==> src/rtl/ocra1_rx.sv <==
// rtl/ocra1_rx.sv - OCRA1 four-channel serial DAC link receiver
// Oversamples the link, deserializes 24-bit frames, decodes DAC writes and loads vout on LDAC.
module ocra1_rx #(
    parameter int SYNC_STAGES = 2,
    parameter int FRAME_BITS  = 24
) (
    input  logic        clk,
    input  logic        rst_n,
    input  logic        oc1_clk_i,
    input  logic        oc1_syncn_i,
    input  logic        oc1_ldacn_i,
    input  logic        oc1_sdox_i,
    input  logic        oc1_sdoy_i,
    input  logic        oc1_sdoz_i,
    input  logic        oc1_sdoz2_i,
    output logic [23:0] datax_o,
    output logic [23:0] datay_o,
    output logic [23:0] dataz_o,
    output logic [23:0] dataz2_o,
    output logic        valid_o,
    output logic        frame_err_o,
    output logic [17:0] voutx_o,
    output logic [17:0] vouty_o,
    output logic [17:0] voutz_o,
    output logic [17:0] voutz2_o,
    output logic        ldac_o
);

    localparam int CW = $clog2(FRAME_BITS + 2);
    // Bit order: 0 sclk, 1 syncn, 2 ldacn, 3..6 sdo x/y/z/z2; framing strobes idle high
    localparam logic [6:0] SYNC_RST = 7'b000_0110;

    typedef enum logic {IDLE, SHIFT} state_t;

    logic [6:0]    sync_q [SYNC_STAGES];
    logic [6:0]    prev_q;
    logic [6:0]    lvl;
    logic          sclk_fall, syncn_fall, syncn_rise, ldacn_fall;
    state_t        state, state_d;
    logic          start, shift_en, close;
    logic [CW-1:0] cnt;
    logic [23:0]   sr   [4];
    logic [23:0]   data [4];
    logic [17:0]   hold [4];
    logic [17:0]   vout [4];

    always_ff @(posedge clk or negedge rst_n) begin
        if (!rst_n) begin
            for (int i = 0; i < SYNC_STAGES; i++) sync_q[i] <= SYNC_RST;
            prev_q <= SYNC_RST;
        end else begin
            sync_q[0] <= {oc1_sdoz2_i, oc1_sdoz_i, oc1_sdoy_i, oc1_sdox_i,
                          oc1_ldacn_i, oc1_syncn_i, oc1_clk_i};
            for (int i = 1; i < SYNC_STAGES; i++) sync_q[i] <= sync_q[i-1];
            prev_q <= sync_q[SYNC_STAGES-1];
        end
    end

    assign lvl        = sync_q[SYNC_STAGES-1];
    assign sclk_fall  = prev_q[0] & ~lvl[0];
    assign syncn_fall = prev_q[1] & ~lvl[1];
    assign syncn_rise = ~prev_q[1] & lvl[1];
    assign ldacn_fall = prev_q[2] & ~lvl[2];

    always_ff @(posedge clk or negedge rst_n) begin
        if (!rst_n) state <= IDLE;
        else        state <= state_d;
    end

    // A SCLK fall coinciding with the closing SYNCN edge is dropped, not counted
    always_comb begin
        state_d  = state;
        start    = 1'b0;
        shift_en = 1'b0;
        close    = 1'b0;
        case (state)
            IDLE: begin
                if (syncn_fall) begin
                    start   = 1'b1;
                    state_d = SHIFT;
                end
            end
            SHIFT: begin
                if (syncn_rise) begin
                    close   = 1'b1;
                    state_d = IDLE;
                end else if (sclk_fall) begin
                    shift_en = 1'b1;
                end
            end
            default: state_d = IDLE;
        endcase
    end

    always_ff @(posedge clk or negedge rst_n) begin
        if (!rst_n) begin
            cnt         <= '0;
            valid_o     <= 1'b0;
            frame_err_o <= 1'b0;
            ldac_o      <= 1'b0;
            for (int c = 0; c < 4; c++) begin
                sr[c]   <= '0;
                data[c] <= '0;
                hold[c] <= '0;
                vout[c] <= '0;
            end
        end else begin
            valid_o     <= 1'b0;
            frame_err_o <= 1'b0;
            ldac_o      <= 1'b0;
            if (start) begin
                cnt <= '0;
                for (int c = 0; c < 4; c++) sr[c] <= '0;
            end else if (shift_en) begin
                for (int c = 0; c < 4; c++) sr[c] <= {sr[c][22:0], lvl[3+c]};
                if (cnt != CW'(FRAME_BITS + 1)) cnt <= cnt + 1'b1;
            end
            if (close) begin
                if (cnt == CW'(FRAME_BITS)) begin
                    valid_o <= 1'b1;
                    for (int c = 0; c < 4; c++) begin
                        data[c] <= sr[c];
                        if (sr[c][23:20] == 4'b0001) hold[c] <= sr[c][19:2];
                    end
                end else begin
                    frame_err_o <= 1'b1;
                end
            end
            // Nonblocking read of hold: a same-cycle frame close is not yet visible here
            if (ldacn_fall) begin
                ldac_o <= 1'b1;
                for (int c = 0; c < 4; c++) vout[c] <= hold[c];
            end
        end
    end

    assign datax_o  = data[0];
    assign datay_o  = data[1];
    assign dataz_o  = data[2];
    assign dataz2_o = data[3];
    assign voutx_o  = vout[0];
    assign vouty_o  = vout[1];
    assign voutz_o  = vout[2];
    assign voutz2_o = vout[3];

endmodule
==> config.mk <==
export PLATFORM = sky130hd
export DESIGN_NAME = ocra1_rx
export DESIGN_NICKNAME = d
export VERILOG_FILES = /design/src/rtl/ocra1_rx.sv
export SDC_FILE = /design/constraint.sdc
export NUM_CORES = 1
export LEC_CHECK = 0
export BUFFER_PORTS_ARGS = -buffer_cell sky130_fd_sc_hd__buf_2
export CORE_MARGIN = 5
export CORE_UTILIZATION = 52
export CTS_CLUSTER_DIAMETER = 100
export DETAILED_ROUTE_END_ITERATION = 16
export GPL_TIMING_DRIVEN = 0
export PLACE_DENSITY_LB_ADDON = 0.25
export SYNTH_ARGS = -nofsm -noshare
export SYNTH_HDL_FRONTEND = slang
export SYNTH_SLANG_ARGS = --single-unit
==> constraint.sdc <==
create_clock -name clk -period 1.7 [get_ports clk]
set_input_delay 0.34 -clock clk [delete_from_list [all_inputs] [get_ports clk]]
set_output_delay 0.34 -clock clk [all_outputs]
set_load 0.01 [all_outputs]
**Word level (Yosys, flattened, before mapping)**

Cells that the tools add are included.

- Flip-flop bits (word level): 362
- Input port bits: 9

- Add/subtract/negate cells: 1
- Eq/ne operators: 6
- Multiplexer cells: 19
- Bitwise operators: 9
- Reduce and logical (&&, ||, !) cells: 8

Operators with widths:

| operator | count |
|---|---|
| $mux W96 | 2 |
| $eq A4 B1 Y1 const B | 4 |
| $mux W5 | 3 |
| $mux W1 | 13 |
| $reduce_and A3 Y1 | 4 |
| $add A5 B1 Y5 const B | 1 |
| $eq A5 B5 Y1 const B | 1 |
| $ne A5 B5 Y1 const B | 1 |
| $not A1 Y1 | 5 |
| $and A1 B1 Y1 | 4 |
| $reduce_and A2 Y1 | 2 |
| $reduce_bool A2 Y1 | 2 |
| $pmux W1 S2 | 1 |

**Logic depth before layout (Yosys ltp)**

Gate-level depths: netlist (run 1).

- Word-level depth: 7
- Depth in mapped cells: 8

**Worst setup path before layout (run 1)**

No wires, ideal clock.

- Path kind: register to register
- Start point: reg cnt[0]
- End point: reg data (netlist bit datax_o[0])
- Arrival time: 1.600 ns
- Data required time: 1.575 ns
- Path slack: -0.025 ns
- Stages on the path, launching flop included: 8
- Path buffers: 2
- Cells stage by stage: dfrtp_1 inv_1 ha_1 nand4b_1 nor2_1 buf_2 buf_2 mux2_2

- Word-level cells in the longest chain between the ends: 2

Ends and longest elaborated chain:

| item | line | text |
|---|---|---|
| from (decl) | 41 | `logic [CW-1:0] cnt;` |
| from (signal assigned) | 116 | `if (cnt != CW'(FRAME_BITS + 1)) cnt <= cnt + 1'b1;` |
| $eq A5 B5 Y1 | 119 | `if (cnt == CW'(FRAME_BITS)) begin` |
| $reduce_and A2 Y1 (no line) | - |  |
| to (signal, indexed assignment) | 122 | `data[c] <= sr[c];` |
| to (decl) | 43 | `logic [23:0] data [4];` |

No other way between the ends.
A chain may end at the register's enable or synchronous reset.

**Worst setup path in the final report (run 1)**

- Start point: reg cnt[0]
- End point: reg hold[69] in the netlist's numbering

- Word-level cells in the longest chain between the ends: 2

Ends and longest elaborated chain:

| item | line | text |
|---|---|---|
| $eq A5 B5 Y1 | 119 |  |
| $reduce_and A3 Y1 (no line) | - |  |
| to (signal, indexed assignment) | 123 | `if (sr[c][23:20] == 4'b0001) hold[c] <= sr[c][19:2];` |
| to (decl) | 44 | `logic [17:0] hold [4];` |

No other way between the ends.

==> results of run 1 <==
stage by stage:
| step | utilization [%] | setup WS [ps] | cells |
|---|---|---|---|
| floorplan | - | -24.6 | 1139 |
| global placement | 57.7 | -6610 | 1653 |
| detailed placement | 58.1 | -736 | 1656 |
| CTS | 66.9 | -175 | 1767 |
| global route | 69.1 | -278 | 1781 |
| finish | 69.1 | -252 | 1781 |
kinds of logic (layout without fill, tap and decap cells):
family,count (synthesis),after routing,share of synthesized area (%)
xor+xnor,1,1,0.0638
mux,170,170,15.0
simple gates,467,467,13.8
compound gates,70,70,2.57
flops,362,362,66.1
fa+ha+maj,3,3,0.274
buf+inv,66,373,2.24
path summary, 6_finish.rpt:
check	from	cells after the start	endpoint
worst max register to register	cnt[0]	9	hold[69]
max in group asynchronous	rst_n	3	sync_q[8]
worst max-delay path	cnt[0]	9	hold[69]
worst min-delay path	rst_n	1	voutz_o[4]
worst min register to register	sync_q[11]	0	lvl[4]
min in group clk	sync_q[11]	0	lvl[4]
sequential cells by signal (all words and copies together), names as in the netlist:
register	cells
dataz_o	24
sync_q	7
frame_err_o	1
lvl	7
voutx_o	18
voutz_o	18
voutz2_o	18
cnt	5
hold	72
valid_o	1
datay_o	24
ldac_o	1
prev_q	3
sr	96
dataz2_o	24
datax_o	24
state	1
vouty_o	18
cell usage in the layout, fill, tap and decap left out, drive strengths merged, types with 2 or more instances in the layout:
| master | n |
|---|---|
| a21oi | 67 |
| o21ai | 2 |
| buf | 269 |
| nand3 | 30 |
| ha | 3 |
| mux2 | 168 |
| nor2 | 4 |
| nand3b | 2 |
| dfrtp | 356 |
| mux2i | 2 |
| clkinv | 6 |
| dfstp | 6 |
| nand2b | 2 |
| nor4b | 4 |
| nand4 | 2 |
| nand2 | 415 |
| dlygate4sd3 | 7 |
| inv | 7 |
| clkbuf | 83 |
critical path, stage by stage, from the launching register on:
cell	delay [ps]
dfrtp_2	420
inv_2	80
ha_4	120
nand4b_1	190
nor2_4	200
buf_12	160
buf_12	110
nand2_8	70
clkbuf_16	190
mux2_4	300
area by class of cell:
type / count / area (um2)
Sequential cell: 362 / 9070
Buffer: 57 / 606
Timing Repair Buffer: 243 / 1910
Clock inverter: 9 / 92.6
Clock buffer: 59 / 1120
Tap cell: 335 / 419
Multi-Input combinational cell: 711 / 4770
Inverter: 5 / 21.3
Fill cell: 1871 / 8050
where the power goes:
part           switching [mW]  leakage (nW)  internal, mW
combinational           0.545          4.12         0.310
sequential              0.104          5.00          8.73
clock                    3.31         0.597          4.70
total                    3.96          9.72          13.7
metal layers:
| metal | track usage [%] | up-vias |
|---|---|---|
| li1 | - | 4313 |
| met1 | 30.8 | 4714 |
| met2 | 34.2 | 229 |
| met3 | 3.89 | 52 |
| met4 | 5.50 | 0 |
| met5 | 0 | - |
timing repair:
| action | CTS | global route |
|---|---|---|
| hold endpoints to repair | 63 | 56 |
| pin swaps | 14 | 27 |
| buffers inserted | 33 | 8 |
| gates cloned | 5 | 9 |
| endpoints found under the setup margin | 342 | 275 |
| resized for setup | 148 | 124 |
==> flow_summary_export.csv, run 1 <==
group,metric,value,unit
cts,h-tree-depth,2,
die,start_util,52.7,%
sta,slew_viol_final,0,
drt,firstDrtPassIters,5,
status,outcome,"finished with violations",
die,placementRows,59,
drt,top_layer,"met4",
cts,path_clk_slew,60,ps
setup_path,required,2120,ps
setup_path,critPathCaptureType,"register",
sta,rsz0062_at_grt,"yes",
sta,tightest_slew,597,ps
drt,wl_met1,14400,um
die,die-area,29700,um2
drt,routedWlPerCell,18.1,um
die,die_x,172,um
drt,routed_wirelength,32200,um
power,peakVddDrop,732,uV
layout,antenna_cells,0,
logic_synthesis,syn_nets,1151,
logic_synthesis,synth.area.top_cells,"dfrtp_1, nand2_1, mux2_2",
logic_synthesis,yosys_warnings,0,
die,core,26100,um2
global_route,antenna_found_initial,0,
global_route,grt_pass1_vias,9448,
drt,wl_met3,1440,um
logic_synthesis,ys_seq_area_share,66.1,%
sta,skew,23.9,ps
sta,slew_headroom,60.2,%
layout,drive_gt1_share,40.1,%
global_route,grt_pass1_wl,51100,um
logic_synthesis,syn-instance-count,1139,
die,pin_count,180,
cts,cts_made_buffers,38,
logic_synthesis,synthDominantCellAreaShare,64.9,%
global_route,grt_max_degree,114,
die,die_y,172,um
status,violations,"negative hold slack, negative setup slack",
drt,drt-initial-drc-count,545,
drt,vias_per_cell,5.23,
sta,min_period,1950,ps
setup_path,reg2reg_slack,-250,ps
logic_synthesis,synthArstFlopShare,100,%
setup_path,crit_path_max_fanout,5,
sta,hold_slack,-256,ps
logic_synthesis,synth.distinct_cells,33,
setup_path,critical_path_class,"register to register",
cts,clockRootBuffer,"clkbuf_16",
drt,via_count,9308,
sta,setup_ws,-252,ps
setup_path,arrival,2370,ps
setup_path,cp-start-kind,"register",
place,port_buffers,179,
cts,clk_path_buf_depth,3,
logic_synthesis,yosys.area.top_type,"dfrtp_1",
drt,wl_met2,15700,um
sta,max_freq,0.512,GHz
logic_synthesis,synth-edff-count,0,
layout,final_cell_area,18000,um2
sta,finalSetupViolations,197,
logic_synthesis,yosysMostFrequentCell,"nand2_1",
place,place_congestion,0.784,
job,drv_cap,0,
logic_synthesis,syn_avg_cell_area,12.0,um2
power,p_leak,9.72,nW
power,p_per_area,983,nW/um2
cts,cts_hold_buf,7,
logic_synthesis,netlist_top_cells_count,"nand2_1, dfrtp_1, mux2_2, a21oi_1, mux2_4",
sta,fin_setup_tns,-32640,ps
layout,nets,1430,
hold_path,hp-class,"input port to async pin",
logic_synthesis,ys.flop_type,"dfrtp_1",
logic_synthesis,synth_area,13700,um2
cts,insertion_delay,530,ps
sta,fin_crit_sh,115,%
place,post_dp_cell_area,15100,um2
logic_synthesis,synth_seq_cells,362,
drt,ant_nets,0,
layout,area_delta_synth_final,31.2,%
global_route,grt_use_total,21.4,%
cts,tritoncts,"done",
global_route,overflow,0,
power,power,17.7,mW
drt,drc_errors,0,
cts,cts_sinks,362,
sta,hold_violations,56,
place,dp_hpwl,19300,um
(Power assumes the default switching activity.)
==> run 2: changes to the inputs <==
--- a/config.mk
+++ b/config.mk
@@ -7,7 +7,8 @@
 export LEC_CHECK = 0
 export BUFFER_PORTS_ARGS = -buffer_cell sky130_fd_sc_hd__buf_2
 export CORE_MARGIN = 5
-export CORE_UTILIZATION = 52
+export CORE_UTILIZATION = 54
+export CTS_BUF_LIST = sky130_fd_sc_hd__clkbuf_2 sky130_fd_sc_hd__clkbuf_4 sky130_fd_sc_hd__clkbuf_8
 export CTS_CLUSTER_DIAMETER = 100
 export DETAILED_ROUTE_END_ITERATION = 16
 export GPL_TIMING_DRIVEN = 0
==> run 2 against run 1 <==
Compared with the run above: the flow finishes with violations (negative setup slack); sequential share of layout area rose by 0.64 points; utilization is 1.7 points higher; sequential cell count did not move; maximum frequency rose by 3.5%; critical path type unchanged; clock skew is 4.9 ps lower; combinational power decreased by 4.3%; sequential power about the same; hold slack better by 470 ps; global-route usage about the same.
==> flow_summary_export.csv, run 2 (synthesized netlist as in run 1, its figures left out) <==
group,metric,value,unit
sta,rsz0062_at_grt,"yes",
layout,finalCoreUtilization,70.8,%
sta,max_freq,0.530,GHz
setup_path,path_common_cell,"buf_12",
setup_path,cp-start-kind,"register",
die,die_x,169,um
layout,regMostFlops,"sr",
sta,hold_violations,0,
drt,drt-initial-drc-count,530,
power,p_per_area,990,nW/um2
die,die_y,169,um
drt,routedWlPerCell,17.5,um
cts,cts_made_buffers,56,
setup_path,regToRegStartpoint,"cnt[1]",
drt,drc_errors,0,
hold_path,hp-class,"input port to async pin",
layout,area_delta_synth_final,29.6,%
global_route,grt_use_total,21.4,%
die,die-area,28700,um2
place,dp_hpwl,19300,um
status,violations,"negative setup slack",
setup_path,critical_path_class,"register to register",
drt,routed_wirelength,31600,um
layout,drive_gt1_share,40.5,%
setup_path,critPathMaxStageDelay,400,ps
setup_path,slowest_stage,"dfrtp_1",
sta,tightest_slew,624,ps
global_route,grt_max_degree,125,
place,port_buffers,179,
drt,ant_nets,0,
cts,h-tree-depth,2,
sta,slew_viol_final,0,
cts,path_clk_slew,70,ps
layout,final_cell_mix,"nand2_1, dfrtp_1, buf_2",
sta,skew,19.0,ps
setup_path,required,2150,ps
layout,final_cell_area,17800,um2
status,outcome,"finished with violations",
place,post_dp_cell_area,15100,um2
drt,via_count,9221,
sta,setup_ws,-185,ps
drt,firstDrtPassIters,4,
sta,min_period,1890,ps
die,placementRows,58,
sta,finalSetupViolations,166,
setup_path,crit_family,"buffers and inverters",
cts,clk_path_buf_depth,3,
setup_path,reg2reg_slack,-190,ps
layout,final_common_cell,"nand2_1",
place,place_congestion,0.740,
sta,fin_crit_sh,111,%
power,peakVddDrop,695,uV
setup_path,arrival,2330,ps
layout,nets,1441,
cts,insertion_delay,570,ps
global_route,overflow,0,
global_route,antenna_found_initial,0,
layout,largest_register_ffs,96,
setup_path,crit_path_max_fanout,5,
setup_path,r2r_cells,9,
setup_path,critPathCaptureType,"register",
setup_path,path_buf_inv,4,
cts,clockRootBuffer,"clkbuf_8",
die,core,25100,um2
layout,antenna_cells,0,
drt,vias_per_cell,5.11,
job,drv_cap,0,
die,start_util,54.7,%
global_route,grt_pass1_wl,49900,um
setup_path,r2r-end,"hold[47]",
cts,tritoncts,"done",
cts,cts_sinks,362,
power,p_leak,9.68,nW
place,preCtsSetupSlack,-752,ps
die,pin_count,180,
sta,slew_headroom,58.4,%
setup_path,worstPathCellList,"inv_2 > ha_4 > nand4b_1 > nor2_4 > buf_6 > buf_12 > nand2_8 > buf_12 > mux2_4",
global_route,grt_pass1_vias,9367,
layout,reg_top3,"sr x96, hold x72",
==> run 2: cell count changes in the layout (fill, tap and decap cells not counted), sizes merged <==
cell,before,now
buf,269,261
bufinv,1,2
clkbuf,83,118
clkinv,6,4
clkinvlp,0,2
dlygate4sd3,7,8
inv,7,5
==> run 2: where the power goes <==
group / switching, mW / leakage, nW / internal [mW] / total, mW
clock network: 3.28 / 0.676 / 4.69 / 7.97
logic: 0.524 / 4.00 / 0.294 / 0.818
registers: 0.0978 / 5.00 / 8.73 / 8.83
==> run 2: repair_timing <==
action | CTS | global route
pin swaps | 13 | 19
cloned | 6 | 5
endpoints found under the hold margin | 61 | 0
endpoints found under the setup margin | 342 | 317
hold buffers | 8 | 0
buffers inserted | 25 | 10
resized for setup | 122 | 96
==> run 2: how the worst max path moves through the flow <==
stage                      start          end  slack [ps]  cells after the start
after floorplan           cnt[0]   datax_o[0]         -20                      7
after global placement     rst_n  datax_o[11]       -6570                      1
after detailed placement  lvl[2]  voutz2_o[8]        -750                      6
after CTS                 cnt[0]     hold[68]        -190                     10
after global routing      cnt[1]     hold[69]        -250                      9
final                     cnt[1]     hold[47]        -190                      9
==> run 2: layout make-up <==
type	count	area, um2
sequential	362	9070
fill	1762	7330
multi-input combinational	711	4730
timing repair buffer	235	1740
clock buffer	94	1190
buffer	58	529
tap	330	413
clock inverter	8	95.1
inverter	5	21.3
==> run 2: layer usage <==
metal  GRT usage, %  routed length, um  up-vias  part of all wire (%)
met3           3.96               1510       48                   4.8
met5              0                  0        -                     0
met2           34.9              15400      214                    49
met1           30.4              14100     4631                    45
met4           5.36                556        0                   1.8
li1               -                  -     4328                     -
==> run 2: per-stage QoR <==
step           setup TNS (ps)  hold slack [ps]  total power [mW]  cells
2_1_floorplan           -2630             44.4              9.21   1139
4_1_cts                -21870              198              17.6   1791
6_report               -20530              218              17.6   1803
3_5_place_dp          -134840              213              9.56   1651
5_1_grt                -31940              215              18.3   1803
3_3_place_gp         -2487680              333              9.52   1648
